## src/rtl/ip_ttl_checksum_rewrite.sv

```systemverilog
// IPv4 TTL decrement with incremental header-checksum rewrite on a 256-bit AXI stream.
// Header beat is held for one fold cycle; payload beats pass straight through.
module ip_ttl_checksum_rewrite #(
   parameter int C_M_AXIS_DATA_WIDTH  = 256,
   parameter int C_S_AXIS_DATA_WIDTH  = 256,
   parameter int C_M_AXIS_TUSER_WIDTH = 128,
   parameter int C_S_AXIS_TUSER_WIDTH = 128,
   parameter int BAD_BIT_POS          = 32
) (
   input  logic                              AXI_ACLK,
   input  logic                              AXI_RESET,
   input  logic [C_S_AXIS_DATA_WIDTH-1:0]    S_AXIS_TDATA,
   input  logic [C_S_AXIS_DATA_WIDTH/8-1:0]  S_AXIS_TSTRB,
   input  logic [C_S_AXIS_TUSER_WIDTH-1:0]   S_AXIS_TUSER,
   input  logic                              S_AXIS_TVALID,
   output logic                              S_AXIS_TREADY,
   input  logic                              S_AXIS_TLAST,
   input  logic [31:0]                       CHECKSUM_A,
   input  logic [31:0]                       CHECKSUM_B,
   output logic [C_M_AXIS_DATA_WIDTH-1:0]    M_AXIS_TDATA,
   output logic [C_M_AXIS_DATA_WIDTH/8-1:0]  M_AXIS_TSTRB,
   output logic [C_M_AXIS_TUSER_WIDTH-1:0]   M_AXIS_TUSER,
   output logic                              M_AXIS_TVALID,
   input  logic                              M_AXIS_TREADY,
   output logic                              M_AXIS_TLAST,
   output logic [31:0]                       good_count,
   output logic [31:0]                       bad_csum_count,
   output logic [31:0]                       ttl_expired_count
);

   // state    | meaning
   // WAIT_HDR | ready for a header beat, output idle
   // FOLD     | fold partial sums, register rewritten header beat
   // EMIT     | present header beat until downstream accepts it
   // PASS     | payload beats flow through combinationally
   typedef enum logic [1:0] {WAIT_HDR, FOLD, EMIT, PASS} state_t;

   localparam logic [1:0] OUT_GOOD = 2'd0;
   localparam logic [1:0] OUT_BAD  = 2'd1;
   localparam logic [1:0] OUT_TTL  = 2'd2;

   state_t state_q, state_d;

   logic [C_M_AXIS_DATA_WIDTH-1:0]   data_q, data_d;
   logic [C_M_AXIS_DATA_WIDTH/8-1:0] strb_q, strb_d;
   logic [C_M_AXIS_TUSER_WIDTH-1:0]  user_q, user_d;
   logic                             last_q, last_d;
   logic [31:0]                      csum_a_q, csum_a_d;
   logic [31:0]                      csum_b_q, csum_b_d;
   logic [1:0]                       outcome_q, outcome_d;
   logic [31:0]                      good_q, good_d;
   logic [31:0]                      bad_q, bad_d;
   logic [31:0]                      ttl_exp_q, ttl_exp_d;

   logic [32:0] s33;
   logic [16:0] f1;
   logic [15:0] f;
   logic [16:0] hc_sum;
   logic [15:0] hc_new;
   logic        hdr_ok;
   logic        ttl_ok;

   assign s33    = {1'b0, csum_a_q} + {1'b0, csum_b_q};
   assign f1     = {1'b0, s33[15:0]} + {1'b0, s33[31:16]} + {16'b0, s33[32]};
   assign f      = f1[15:0] + {15'b0, f1[16]};
   assign hdr_ok = (data_q[159:144] == 16'h0800) && (data_q[143:136] == 8'h45) && (f == 16'hFFFF);
   assign ttl_ok = (data_q[79:72] > 8'd1);

   // Adding 0x0100 to the stored checksum compensates a TTL decrement of one.
   assign hc_sum = {1'b0, data_q[63:48]} + 17'h00100;
   assign hc_new = hc_sum[15:0] + {15'b0, hc_sum[16]};

   always_ff @(posedge AXI_ACLK) begin
      if (AXI_RESET) begin
         state_q   <= WAIT_HDR;
         data_q    <= '0;
         strb_q    <= '0;
         user_q    <= '0;
         last_q    <= 1'b0;
         csum_a_q  <= '0;
         csum_b_q  <= '0;
         outcome_q <= OUT_GOOD;
         good_q    <= '0;
         bad_q     <= '0;
         ttl_exp_q <= '0;
      end else begin
         state_q   <= state_d;
         data_q    <= data_d;
         strb_q    <= strb_d;
         user_q    <= user_d;
         last_q    <= last_d;
         csum_a_q  <= csum_a_d;
         csum_b_q  <= csum_b_d;
         outcome_q <= outcome_d;
         good_q    <= good_d;
         bad_q     <= bad_d;
         ttl_exp_q <= ttl_exp_d;
      end
   end

   always_comb begin
      data_d    = data_q;
      strb_d    = strb_q;
      user_d    = user_q;
      last_d    = last_q;
      csum_a_d  = csum_a_q;
      csum_b_d  = csum_b_q;
      outcome_d = outcome_q;
      good_d    = good_q;
      bad_d     = bad_q;
      ttl_exp_d = ttl_exp_q;
      if (state_q == WAIT_HDR && S_AXIS_TVALID) begin
         data_d   = S_AXIS_TDATA;
         strb_d   = S_AXIS_TSTRB;
         user_d   = S_AXIS_TUSER;
         last_d   = S_AXIS_TLAST;
         csum_a_d = CHECKSUM_A;
         csum_b_d = CHECKSUM_B;
      end
      if (state_q == FOLD) begin
         if (hdr_ok && ttl_ok) begin
            data_d[79:72] = data_q[79:72] - 8'd1;
            data_d[63:48] = hc_new;
            outcome_d     = OUT_GOOD;
         end else begin
            user_d[BAD_BIT_POS] = 1'b1;
            outcome_d           = hdr_ok ? OUT_TTL : OUT_BAD;
         end
      end
      if (state_q == EMIT && M_AXIS_TREADY) begin
         case (outcome_q)
            OUT_GOOD: good_d    = good_q + 32'd1;
            OUT_BAD:  bad_d     = bad_q + 32'd1;
            default:  ttl_exp_d = ttl_exp_q + 32'd1;
         endcase
      end
   end

   always_comb begin
      state_d       = state_q;
      S_AXIS_TREADY = 1'b0;
      M_AXIS_TVALID = 1'b0;
      M_AXIS_TDATA  = data_q;
      M_AXIS_TSTRB  = strb_q;
      M_AXIS_TUSER  = user_q;
      M_AXIS_TLAST  = last_q;
      case (state_q)
         WAIT_HDR: begin
            S_AXIS_TREADY = 1'b1;
            if (S_AXIS_TVALID) state_d = FOLD;
         end
         FOLD: state_d = EMIT;
         EMIT: begin
            M_AXIS_TVALID = 1'b1;
            if (M_AXIS_TREADY) state_d = last_q ? WAIT_HDR : PASS;
         end
         PASS: begin
            M_AXIS_TVALID = S_AXIS_TVALID;
            M_AXIS_TDATA  = S_AXIS_TDATA;
            M_AXIS_TSTRB  = S_AXIS_TSTRB;
            M_AXIS_TUSER  = S_AXIS_TUSER;
            M_AXIS_TLAST  = S_AXIS_TLAST;
            S_AXIS_TREADY = M_AXIS_TREADY;
            if (S_AXIS_TVALID && M_AXIS_TREADY && S_AXIS_TLAST) state_d = WAIT_HDR;
         end
         default: state_d = WAIT_HDR;
      endcase
   end

   assign good_count        = good_q;
   assign bad_csum_count    = bad_q;
   assign ttl_expired_count = ttl_exp_q;

endmodule

```

## config.mk

```make
export PLATFORM = sky130hd
export DESIGN_NAME = ip_ttl_checksum_rewrite
export DESIGN_NICKNAME = d
export VERILOG_FILES = /design/src/rtl/ip_ttl_checksum_rewrite.sv
export SDC_FILE = /design/constraint.sdc
export NUM_CORES = 2
export LEC_CHECK = 0
export CAP_MARGIN = 20
export CORE_AREA = 2 2 393 395
export CTS_CLUSTER_DIAMETER = 150
export DETAILED_ROUTE_END_ITERATION = 10
export DIE_AREA = 0 0 395 397
export PLACE_DENSITY = 0.38
export SYNTH_ARGS = -nofsm -noshare
export SYNTH_HDL_FRONTEND = slang
export SYNTH_SLANG_ARGS = --single-unit
```

## constraint.sdc

```tcl
create_clock -name AXI_ACLK -period 19.8 [get_ports AXI_ACLK]
set_clock_uncertainty 0.15 [all_clocks]
set_input_delay 3.96 -clock AXI_ACLK [delete_from_list [all_inputs] [get_ports AXI_ACLK]]
set_output_delay 3.96 -clock AXI_ACLK [all_outputs]
set_load 0.03 [all_outputs]
```

==> flow_metrics.tcl <==
set metrics [dict create \
    cts.repair.resized 0 \
    synth.cell_area_um2 29450 \
    cell_by_cell_trace_of_the_critical_path "clkdlybuf4s50_1, a21oi_1, nor2_1, clkdlybuf4s50_1" \
    crit_slowest_cell "clkdlybuf4s50_1" \
    totalNegativeSetupSlack_ns 0 \
    dr_total_vias 28433 \
    drt_iter0_markers 1324 \
    area.sequential_um2 11630 \
    grt_start_max_net_pins 178 \
    clkTransAtPathRegs_ns 0.06 \
    async_flop_share_pct 0 \
    synthFlopType "dfxtp_1" \
    clk_latency_ns 0.67 \
    power_leakage_nw 16.23 \
    detail-route-antenna-nets 0 \
    final-setup-viol-count 0 \
    via_per_inst 4.323 \
    final_hold_viol_count 0 \
    cts-buffers-inserted 80 \
    cellPowerDensity_nw_per_um2 121.4 \
    finalWorstPathRequiredPeriod_ns 10.15 \
    buffer_type_at_the_clock_tree_root "clkbuf_16" \
    final.period_utilization_pct 51.26 \
    core_region_area_um2 153000 \
    synth_cells 3608 \
    fp.dieH_um 397 \
    cts_tree "yes" \
    synth-warning-count 0 \
    synth_enable_flop_cells 0 \
    filler_cell_count 16385 \
    critPathKind "in -> out" \
    worst_hold_startpoint "user_q[92]" \
    drive_above_1_share_pct 12.65 \
    vdd_ir_drop_max_uv 67.44 \
    detailedPlacementHpwl_mm 102.7 \
    min_path_type "reg -> reg" \
    cap_viol_max_count 0 \
    drc 0 \
    die_w_um 395 \
    rsz_0062_raised_after_global_routing "false" \
    synthToLayoutAreaGrowth_pct 49.14 \
    status "completed" \
    ff_latch_count_synth 581 \
    cts_hold_buf 0 \
    detail_route.first_pass.iterations 5 \
    startpoint "M_AXIS_TREADY" \
    first_pass_grt_wire_length_mm 200.1 \
    holdWs_ns 0.2988 \
    start_util_pct 19.25 \
    critical_path.reg2reg.startpoint "csum_a_q[0]" \
    floorplan.io_pins 1000 \
    synthesis.nets 4158 \
    critical-path-max-stage-delay_ns 0.78 \
    crit_fanout 4 \
    grt_use_total_pct 17.13 \
    count_of_distinct_cell_types_in_the_synthesized_netlist 82 \
    worst_setup_path_start_kind "input port" \
    grt_remaining_overflow 0 \
    final_net_count 5022 \
    cp_most_frequent_cell "clkdlybuf4s50_1" \
    port_buffers 999 \
    totalWireLength_mm 140.3 \
    required_ns 15.69 \
    first_global_vias 27965 \
    syn_area_per_cell_um2 8.163 \
    grt_antenna_before_repair 54 \
    worstSetupEndpointType "output pin" \
    synth-seq-area-share_pct 39.49 \
    max_clock_freq_ghz 0.09854 \
    fp-row-count 144 \
    slew_violations 0 \
    ctsLongestPathBuffers 3 \
    final-instance-count-excl-fill 6577 \
    post_cts_buffers 0 \
    clock-sinks 581 \
    slew_of_the_pin_with_the_lowest_slew_margin_ns 1.111 \
    cp.arrival_ns 6.04 \
    numPlacedInstances 6434 \
    post_drt_wl_per_cell_um 21.33 \
    maxSlewHeadroom_pct 25.93 \
    multi_input_area_um2 16760 \
    finalWeightedCongestion 0.8367 \
    floorplan.die_area_um2 156800 \
    htreeDepth 3 \
]
==> stage by stage <==
| stage | power [mW] | cell area, µm² | setup WS (ns) | utilization [%] |
|---|---|---|---|---|
| 4_1_cts | 5.442 | 43890 | 9.639 | 28.69 |
| 6_report | 5.332 | 43920 | 9.651 | 28.71 |
| 2_1_floorplan | 2.944 | 29450 | 11.27 | - |
| 3_3_place_gp | 3.942 | 41320 | 9.586 | 27.01 |
| 3_5_place_dp | 3.933 | 41320 | 9.641 | 27.01 |
| 5_1_grt | 5.655 | 43900 | 9.596 | 28.70 |
==> cell usage after synthesis (9+ instances only) <==
| library cell | n | area share (%) |
|---|---|---|
| a21o_1 | 22 | 0.56 |
| nand4_1 | 19 | 0.40 |
| nand2_1 | 1006 | 13 |
| or4b_1 | 13 | 0.44 |
| nor2b_1 | 10 | 0.21 |
| a21oi_1 | 513 | 8.7 |
| nor3_1 | 27 | 0.46 |
| and2_1 | 15 | 0.32 |
| nor3b_1 | 10 | 0.25 |
| nor4_1 | 11 | 0.23 |
| inv_1 | 36 | 0.46 |
| xor2_1 | 72 | 2.1 |
| a211oi_1 | 21 | 0.54 |
| mux2_2 | 413 | 16 |
| o21bai_1 | 9 | 0.23 |
| nor2_1 | 155 | 2.0 |
| ha_1 | 62 | 2.6 |
| nand3b_1 | 11 | 0.28 |
| nand3_1 | 54 | 0.92 |
| and3_1 | 38 | 0.81 |
| or3_1 | 27 | 0.57 |
| clkbuf_1 | 225 | 2.9 |
| xnor2_1 | 47 | 1.4 |
| o21a_1 | 9 | 0.23 |
| dfxtp_1 | 581 | 39 |
| o21ai_0 | 64 | 1.1 |
==> kinds of logic after synthesis <==
logic type | count (synthesis) | synth area share (%)
simple gates | 1446 | 21.18
compound gates | 700 | 13.21
flops | 581 | 39.49
mux | 421 | 16.06
buf+inv | 276 | 3.675
xor+xnor | 119 | 3.539
fa+ha+maj | 65 | 2.838
==> final timing paths <==
| kind | endpoint | slack (ns) | depth (start not counted) |
|---|---|---|---|
| min reg2reg | user_q[92] | 0.30 | 2 |
| min | user_q[92] | 0.30 | 2 |
| max reg2reg | data_q[55] | 11.08 | 38 |
| max | S_AXIS_TREADY | 9.65 | 4 |
==> routing by layer <==
metal | up-vias | track usage [%] | wire length (µm)
li1 | 14056 | - | -
met3 | 211 | 7.368 | 12550
met1 | 13400 | 18.50 | 53400
met4 | 22 | 3.769 | 3232
met5 | - | 0 | 148
met2 | 744 | 30.79 | 70940
==> final cells by class <==
type                            instances  share of cell area (%)
Multi-Input combinational cell       2751                   38.16
Sequential cell                       581                   26.48
Timing Repair Buffer                 1022                   23.31
Tap cell                             2044                   5.823
Clock buffer                          114                   5.190
Clock inverter                         17                  0.6609
Inverter                               36                  0.3076
Antenna cell                           12                 0.06837
==> cell usage in the layout, fill, tap and decap left out, types with 6 or more instances in the layout <==
master,n
nand2_1,1005
clkdlybuf4s50_1,998
dfxtp_1,581
a21oi_1,513
mux2_2,413
nor2_1,155
clkbuf_16,80
xor2_1,72
o21ai_0,64
ha_1,61
nand3_1,54
xnor2_1,47
and3_1,38
inv_1,36
or3_1,27
nor3_1,27
a21o_1,22
a211oi_1,21
nand4_1,19
clkbuf_1,19
buf_4,18
clkbuf_8,15
and2_1,14
or4b_1,13
diode_2,12
nand3b_1,11
nor4_1,11
nor2b_1,10
nor3b_1,10
o21bai_1,9
o21a_1,9
and4_1,8
nand2b_1,8
mux2i_1,8
clkinv_2,7
o31ai_1,6
nor4b_1,6
==> power by group <==
group	total, mW	switching [mW]	internal, mW
sequential	1.47	0.111	1.35
combinational	2.42	1.47	0.950
clock	1.45	0.598	0.853
total	5.33	2.17	3.16
==> flip-flops by register name, indices dropped and copies added (netlist names) <==
signal             count
user_q               128
ttl_expired_count     32
strb_q                32
csum_b_q              32
bad_csum_count        32
outcome_q              2
good_count            32
last_q                 1
csum_a_q              32
state_q                2
data_q               256
==> critical path, delay by kind of cell <==
kind            cells  cell delay, ns
buf+inv             2            1.53
simple gates        1            0.40
compound gates      1            0.13
Power figures use the tool's default switching activity.
